## src/rtl/timer_pkg.sv

```systemverilog
// Shared types and constants for the interval timer.
package timer_pkg;

  typedef enum logic [1:0] {
    IDLE = 2'd0,
    RUN  = 2'd1,
    DONE = 2'd2
  } state_t;

  localparam logic MODE_RELOAD  = 1'b0;
  localparam logic MODE_ONESHOT = 1'b1;

endpackage

```

## src/rtl/timer_controller_tick_divider.sv

```systemverilog
// Prescale counter: emits one tick every divide+1 enabled clocks.
module tick_divider #(
  parameter int unsigned PrescaleBits = 4
) (
  input  logic                    clock,
  input  logic                    reset,
  input  logic                    enable,
  input  logic                    clear,
  input  logic [PrescaleBits-1:0] divide,
  output logic                    tick
);

  logic [PrescaleBits-1:0] r_pcount;
  logic                    w_hit;

  assign w_hit = (r_pcount == divide);
  assign tick  = enable && w_hit;

  // Count 0..divide while enabled, wrapping on the tick; clear has priority.
  always_ff @(posedge clock) begin
    if (reset || clear) begin
      r_pcount <= '0;
    end else if (enable) begin
      if (w_hit) r_pcount <= '0;
      else       r_pcount <= r_pcount + PrescaleBits'(1);
    end
  end

endmodule

```

## src/rtl/timer_controller.sv

```systemverilog
// Programmable interval timer: config handshake, start/stop control,
// one-shot or auto-reload expiry around a Size-bit up-counter.
module timer_controller
  import timer_pkg::*;
#(
  parameter int unsigned Size         = 5,
  parameter int unsigned PrescaleBits = 4
) (
  input  logic                    clock,
  input  logic                    reset,
  input  logic                    cfg_valid,
  output logic                    cfg_ready,
  input  logic [Size-1:0]         cfg_period,
  input  logic [PrescaleBits-1:0] cfg_prescale,
  input  logic                    cfg_oneshot,
  input  logic                    start,
  input  logic                    stop,
  output logic [Size-1:0]         count,
  output logic                    running,
  output logic                    expired
);

  state_t                  r_state;
  logic [Size-1:0]         r_count;
  logic [Size-1:0]         r_period;
  logic [PrescaleBits-1:0] r_prescale;
  logic                    r_oneshot;
  logic                    r_running;
  logic                    r_expired;

  logic w_cfg_fire;
  logic w_start_ok;
  logic w_stop_run;
  logic w_div_enable;
  logic w_div_clear;
  logic w_tick;

  // Config is only taken while the counter is not running.
  assign cfg_ready  = (r_state != RUN);
  assign w_cfg_fire = cfg_valid && cfg_ready;

  // A start is honoured only with a nonzero stored period, no stop, and no
  // config being written in the same cycle.
  assign w_start_ok = start && !stop && !w_cfg_fire && cfg_ready &&
                      (r_period != '0);
  assign w_stop_run = stop && (r_state == RUN);

  // Stop suppresses any coincident tick by gating the divider.
  assign w_div_enable = (r_state == RUN) && !stop;
  assign w_div_clear  = w_start_ok || w_stop_run;

  tick_divider #(
    .PrescaleBits(PrescaleBits)
  ) u_tick_divider (
    .clock  (clock),
    .reset  (reset),
    .enable (w_div_enable),
    .clear  (w_div_clear),
    .divide (r_prescale),
    .tick   (w_tick)
  );

  // Config registers latch on an accepted handshake.
  always_ff @(posedge clock) begin
    if (reset) begin
      r_period   <= '0;
      r_prescale <= '0;
      r_oneshot  <= MODE_RELOAD;
    end else if (w_cfg_fire) begin
      r_period   <= cfg_period;
      r_prescale <= cfg_prescale;
      r_oneshot  <= cfg_oneshot;
    end
  end

  // Timer FSM with registered count, running and expiry pulse.
  always_ff @(posedge clock) begin
    if (reset) begin
      r_state   <= IDLE;
      r_count   <= '0;
      r_running <= 1'b0;
      r_expired <= 1'b0;
    end else begin
      r_expired <= 1'b0;
      case (r_state)
        IDLE, DONE: begin
          if (w_start_ok) begin
            r_state   <= RUN;
            r_count   <= '0;
            r_running <= 1'b1;
          end
        end
        RUN: begin
          if (stop) begin
            r_state   <= IDLE;
            r_running <= 1'b0;
          end else if (w_tick) begin
            if (r_count == r_period) begin
              r_expired <= 1'b1;
              if (r_oneshot == MODE_ONESHOT) begin
                r_state   <= DONE;
                r_running <= 1'b0;
              end else begin
                r_count <= '0;
              end
            end else begin
              r_count <= r_count + Size'(1);
            end
          end
        end
        default: begin
          r_state   <= IDLE;
          r_running <= 1'b0;
        end
      endcase
    end
  end

  assign count   = r_count;
  assign running = r_running;
  assign expired = r_expired;

endmodule

```

## config.mk

```make
export PLATFORM = sky130hd
export DESIGN_NAME = timer_controller
export DESIGN_NICKNAME = d
export VERILOG_FILES = /design/src/rtl/timer_pkg.sv /design/src/rtl/timer_controller_tick_divider.sv /design/src/rtl/timer_controller.sv
export SDC_FILE = /design/constraint.sdc
export NUM_CORES = 1
export LEC_CHECK = 0
export CAP_MARGIN = 20
export CORE_ASPECT_RATIO = 0.8
export CORE_MARGIN = 10
export CORE_UTILIZATION = 45
export DETAILED_ROUTE_END_ITERATION = 10
export GPL_ROUTABILITY_DRIVEN = 0
export PLACE_DENSITY = 0.77
export REMOVE_ABC_BUFFERS = 1
export SYNTH_ARGS = -nofsm -noshare
export SYNTH_HDL_FRONTEND = slang
export SYNTH_HIERARCHICAL = 1
export SYNTH_SLANG_ARGS = --single-unit
```

## constraint.sdc

```tcl
create_clock -name clock -period 2.4 [get_ports clock]
set_clock_uncertainty 0.15 [all_clocks]
set_input_delay 0.48 -clock clock [delete_from_list [all_inputs] [get_ports clock]]
set_output_delay 0.48 -clock clock [all_outputs]
set_load 0.01 [all_outputs]
```

======== Yosys cells after proc, flatten, opt, wreduce, memory -nomap -nowiden ========
Cells that the tools add are included.
storage, ports and cells
  output and inout bits ................... 8
  input bits .............................. 15
  logic and storage cells ................. 63
  memories ................................ 0
  memory bits (writable) .................. 0
  register bits after elaboration ......... 23
  bits in latches ......................... 0
  memory bits (read-only) ................. 0
cells by class
  magnitude comparators ................... 0
  bitwise gates (word level) .............. 2
  eq/ne operators ......................... 12
  shift-type cells ........................ 0
  reduce and logical (&&, ||, !) cells .... 19
  multipliers ............................. 0
  div/mod/pow operators ................... 0
  add/sub/neg operators ................... 2
  muxes and demuxes ....................... 20
operators by type and width
  cell                                                  number
  2-to-1 mux 5 bit                                      5
  2-to-1 mux 2 bit                                      5
  case mux 5 bit (2 select lines)                       1
  logical AND 1 bit                                     8
  2-to-1 mux 1 bit                                      6
  != test 3 x 2 -> 1 bit (second input constant)        2
  != test 3 bit (second input constant)                 2
  adder 5 x 1 -> 5 bit (second input constant)          1
  equality test 5 bit                                   1
  AND reduction 5 bit                                   1
  nonzero test 5 bit                                    1
  adder 4 x 1 -> 4 bit (second input constant)          1
  equality test 4 bit                                   1
  2-to-1 mux 4 bit                                      1
  != test 2 x 1 -> 1 bit (second input constant)        2
  != test 2 bit (second input constant)                 2
  case mux 2 bit (2 select lines)                       1
  AND reduction 4 bit                                   1
  OR reduction 4 bit                                    1
  equality test 2 x 1 -> 1 bit (second input constant)  1
  equality test 2 bit (second input constant)           1
  zero test 1 bit                                       2
  zero test 2 bit                                       1
  logical OR 1 bit                                      2
  other kinds (4)                                       5

======== Longest topological paths before layout ========
  depth after elaboration ................. 8
  depth in mapped cells ................... 7
  mapped depth without buffers ............ 7

======== Hierarchy ========
The synthesis kept the hierarchy.
by module, submodules not included
  module            times used  area an instance (µm²)  cells an instance
  timer_controller  1           944.7                   120
  tick_divider      1           266.5                   26

======== Worst setup path before layout ========
No wires, ideal clock.
  path type ............................... input port to flip-flop
  from .................................... input stop
  to ...................................... register r_count[3], in the netlist count[3]
  data required time ...................... 2.171 ns
  slack ................................... 0.250 ns
  path buffers ............................ 0
  arrival ................................. 1.921 ns
  stages .................................. 6
  path through ............................ nor3b_2 and2_4 and2_1 nand2_1 or4_1 o221ai_2
on the way
  elaborated cells between the ends (all ways) .. 11
  those cells by class .................... 3 x eq/ne; 8 x reduce/logical
RTL lines
  what                              RTL line                             text
  start: declaration                timer_controller.sv:17               input logic stop,
  zero test 1 bit                   timer_controller.sv:49               assign w_div_enable = (r_state == RUN) && !stop;
  logical AND 1 bit                 timer_controller.sv:49
  logical AND 1 bit                 timer_controller_tick_divider.sv:17  assign tick = enable && w_hit;
  named net w_tick                  timer_controller.sv:36               logic w_tick;
  != test 2 x 1 -> 1 bit (no line)  --
  AND reduction 5 bit (no line)     --
  end signal: assignment            timer_controller.sv:107              r_count <= r_count + Size'(1);
  end: declaration                  timer_controller.sv:24               logic [Size-1:0] r_count;
The timed path passes the listed nets, and every way through them passes these cells.
A chain may end at the register's enable or synchronous reset.

======== Worst setup path after layout ========
  from .................................... register r_state[0]
  to ...................................... output cfg_ready
on the way
  longest elaborated chain between the ends .. 1
ends and longest elaborated chain
  what                      RTL line                text
  start: declaration        timer_controller.sv:23  state_t r_state;
  start signal: assignment  timer_controller.sv:79  r_state <= IDLE;
  start signal: assignment  timer_controller.sv:88  r_state <= RUN;
  start signal: assignment  timer_controller.sv:95  r_state <= IDLE;
  != test 2 x 1 -> 1 bit    timer_controller.sv:39  assign cfg_ready = (r_state != RUN);
  end: declaration          timer_controller.sv:12  output logic cfg_ready,
Every way passes these cells.

==> reports/qor.yml <==
setup_path:
  path_max_fanout: 13
  arrival_ps: 1640
  endpoint_kind: "output pin"
  cp_cell_sequence: "nor2b_2, inv_2, clkdlybuf4s50_1"
  crit_type: "reg -> out"
  rrSetupSlack_ps: 410
  worstPathRequired_ps: 1770
  critPathBufInv: 2
  start_kind: "flip-flop"
  cpPeakStageDelay_ps: 580
  crit_path_top_delay_cell: "clkdlybuf4s50_1"
  crit_family: "buffers and inverters"
power_and_ir_drop:
  p_clk_share_pct: 26.8
  intPower_uw: 509
  p_leak_uw: 0.000573
  pwr-share-comb_pct: 14.8
  worst_ir_drop_vdd_uv: 299
  switchingPower_uw: 184
  power_uw: 692
  switching_share_pct: 26.5
  p_seq_share_pct: 58.3
  powerDensity_nw_per_um2: 448
synthesis:
  yosys_warnings: 6
  synth_seq_cells: 23
  synth.avg_cell_area_um2: 8.30
  syn_area_um2: 1210
  syn-instance-count: 146
  synth.top_cells.by_area: "dfxtp_1, nand3_1, nand2_1"
  synth.largest_area_cell: "dfxtp_1"
  synth_cell_types: 43
  ys_seq_area_share_pct: 38.0
  synth.top_cell.area_share_pct: 38.0
placed_design:
  pre_cts_slack_ps: 38.0
  io_buffers: 22
  place_hpwl_um: 2320
  place_inst: 207
die:
  die_h_um: 66.4
  initial_core_util_pct: 48.4
  die_w_um: 78
  pin_count: 23
  fp-row-count: 16
  dieArea_um2: 5180
  core_um2: 2500
timing:
  relSlewSlack_pct: 77.3
  grt_setup_unrepaired: "false"
  setup_slack_ps: 130
  finalSetupViolCount: 0
  finalHoldViolCount: 0
  tightest_slew_ps: 337
  slew_violations: 0
  timing.setup.tns_ps: 0
  period_minus_slack_ps: 2270
  fmax_mhz: 441
  period_share_pct: 94.6
detailed_routing:
  drt_pre_antenna_iters: 4
  vias: 1145
  drt_iter0_drc: 70
  drc: 0
  ant_nets: 0
  viasPerCell: 5.43
  wirelength_um: 2920
  routedWlPerCell_um: 13.9
global_routing:
  grt_usage_pct: 12.0
  grt_pass1_vias: 1201
  grt_pass1_wl_um: 5130
  overflow: 0
  grt_max_degree: 19
  antenna_found_initial: 0
cells_and_area:
  fin_cells: 211
  final_util_pct: 61.7
  mostFrequentLayoutCells: "dfxtp_1, clkdlybuf4s50_1, nand2_1"
  final_common_cell: "dfxtp_1"
  syn_to_final_growth_pct: 27.5
  layout.nets: 193
  drive_gt1_share_pct: 13.1
  diodes: 0
worst_hold_path:
  hp-class: "reg -> reg"
clock_network:
  path_clk_slew_ps: 130
  tritoncts: "yes"
  cts-htree-levels: 1
  clk_latency_ps: 330
  cts_root_buf: "clkbuf_4"
  cts_buffer_depth: 2
  cts_inserted_buffers: 3
  cts.sinks: 23
status:
  status: "finished, final reports clean"
job:
  max-cap-violations: 0
## what timing repair did
action | CTS | global route
hold buffers | 0 | 0
setup endpoints to repair | 0 | 1
resized for setup | 0 | 1
setup buffers | 0 | 0
## final cells by class
type / count / area, um2
clock buffer: 3 / 22.5
clock inverter: 1 / 5.00
timing repair buffer: 29 / 273
tap: 36 / 45.0
inverter: 10 / 37.5
fill: 226 / 958
sequential: 23 / 460
multi-input combinational: 109 / 701
## layer usage
| metal | global-route usage [%] | part of all wire (%) |
|---|---|---|
| met1 | 13.4 | 45 |
| met2 | 19.8 | 47 |
| met3 | 4.76 | 6.8 |
| met4 | 5.58 | 2.0 |
| met5 | 0 | 0 |
## worst register-to-register path, cell delays in order (launching register included)
cell      delay, ps
dfxtp_1         370
xor2_1          190
nor3_2          350
and2_1          220
nand2_1          70
or4_1           510
o221ai_2         70
## synth_stat cells (all sizes together)
master   number
dfxtp        23
nand2        18
nand3        16
a21oi        13
inv          10
nand2b        8
o21ai         7
xor2          5
and2          3
clkbuf        3
nand4         3
nor2          3
nor3b         3
a2111oi       2
and4          2
ha            2
nor3          2
or2b          2
or4           2
xnor2         2
a211oi        1
a21boi        1
a21o          1
a221oi        1
and2b         1
and3          1
buf           1
mux2          1
mux2i         1
nor2b         1
o211ai        1
o221ai        1
o22ai         1
o31a          1
o31ai         1
o41ai         1
or3           1
## through the flow
step / hold slack (ps) / cell area, um2
6_report: 325 / 1540
5_1_grt: 349 / 1540
4_1_cts: 332 / 1540
3_5_place_dp: 315 / 1510
3_3_place_gp: 307 / 1510
2_1_floorplan: 292 / 1200
## power groups by stage
stage | Combinational (uW) | Sequential (uW) | Clock [uW]
6_report | 103 | 404 | 186
5_1_grt | 113 | 406 | 208
4_1_cts | 102 | 404 | 189
3_5_place_dp | 102 | 412 | 0
3_3_place_gp | 98.1 | 412 | 0
2_1_floorplan | 52.7 | 410 | 0
## logic make-up after synthesis
kind of cell    Yosys count  share of synthesized area (%)
xor+xnor                  7                           5.06
simple gates             66                           30.6
mux                       2                           1.76
fa+ha+maj                 2                           2.07
flops                    23                           38.0
buf+inv                  14                           4.34
compound gates           32                           18.2
## final timing paths
check / from / endpoint / depth (start not counted)
max reg2reg: u_tick_divider/r_pcount[1] / count[3] / 6
min: running / running / 2
max: r_state[0] / cfg_ready / 3
min reg2reg: running / running / 2
## registers in the layout, indices dropped and copies added (netlist names)
signal                   flops
r_oneshot                    1
u_tick_divider/r_pcount      4
expired                      1
r_period                     5
running                      1
r_prescale                   4
count                        5
r_state                      2
Note: power is estimated with default switching activity, not from simulation.
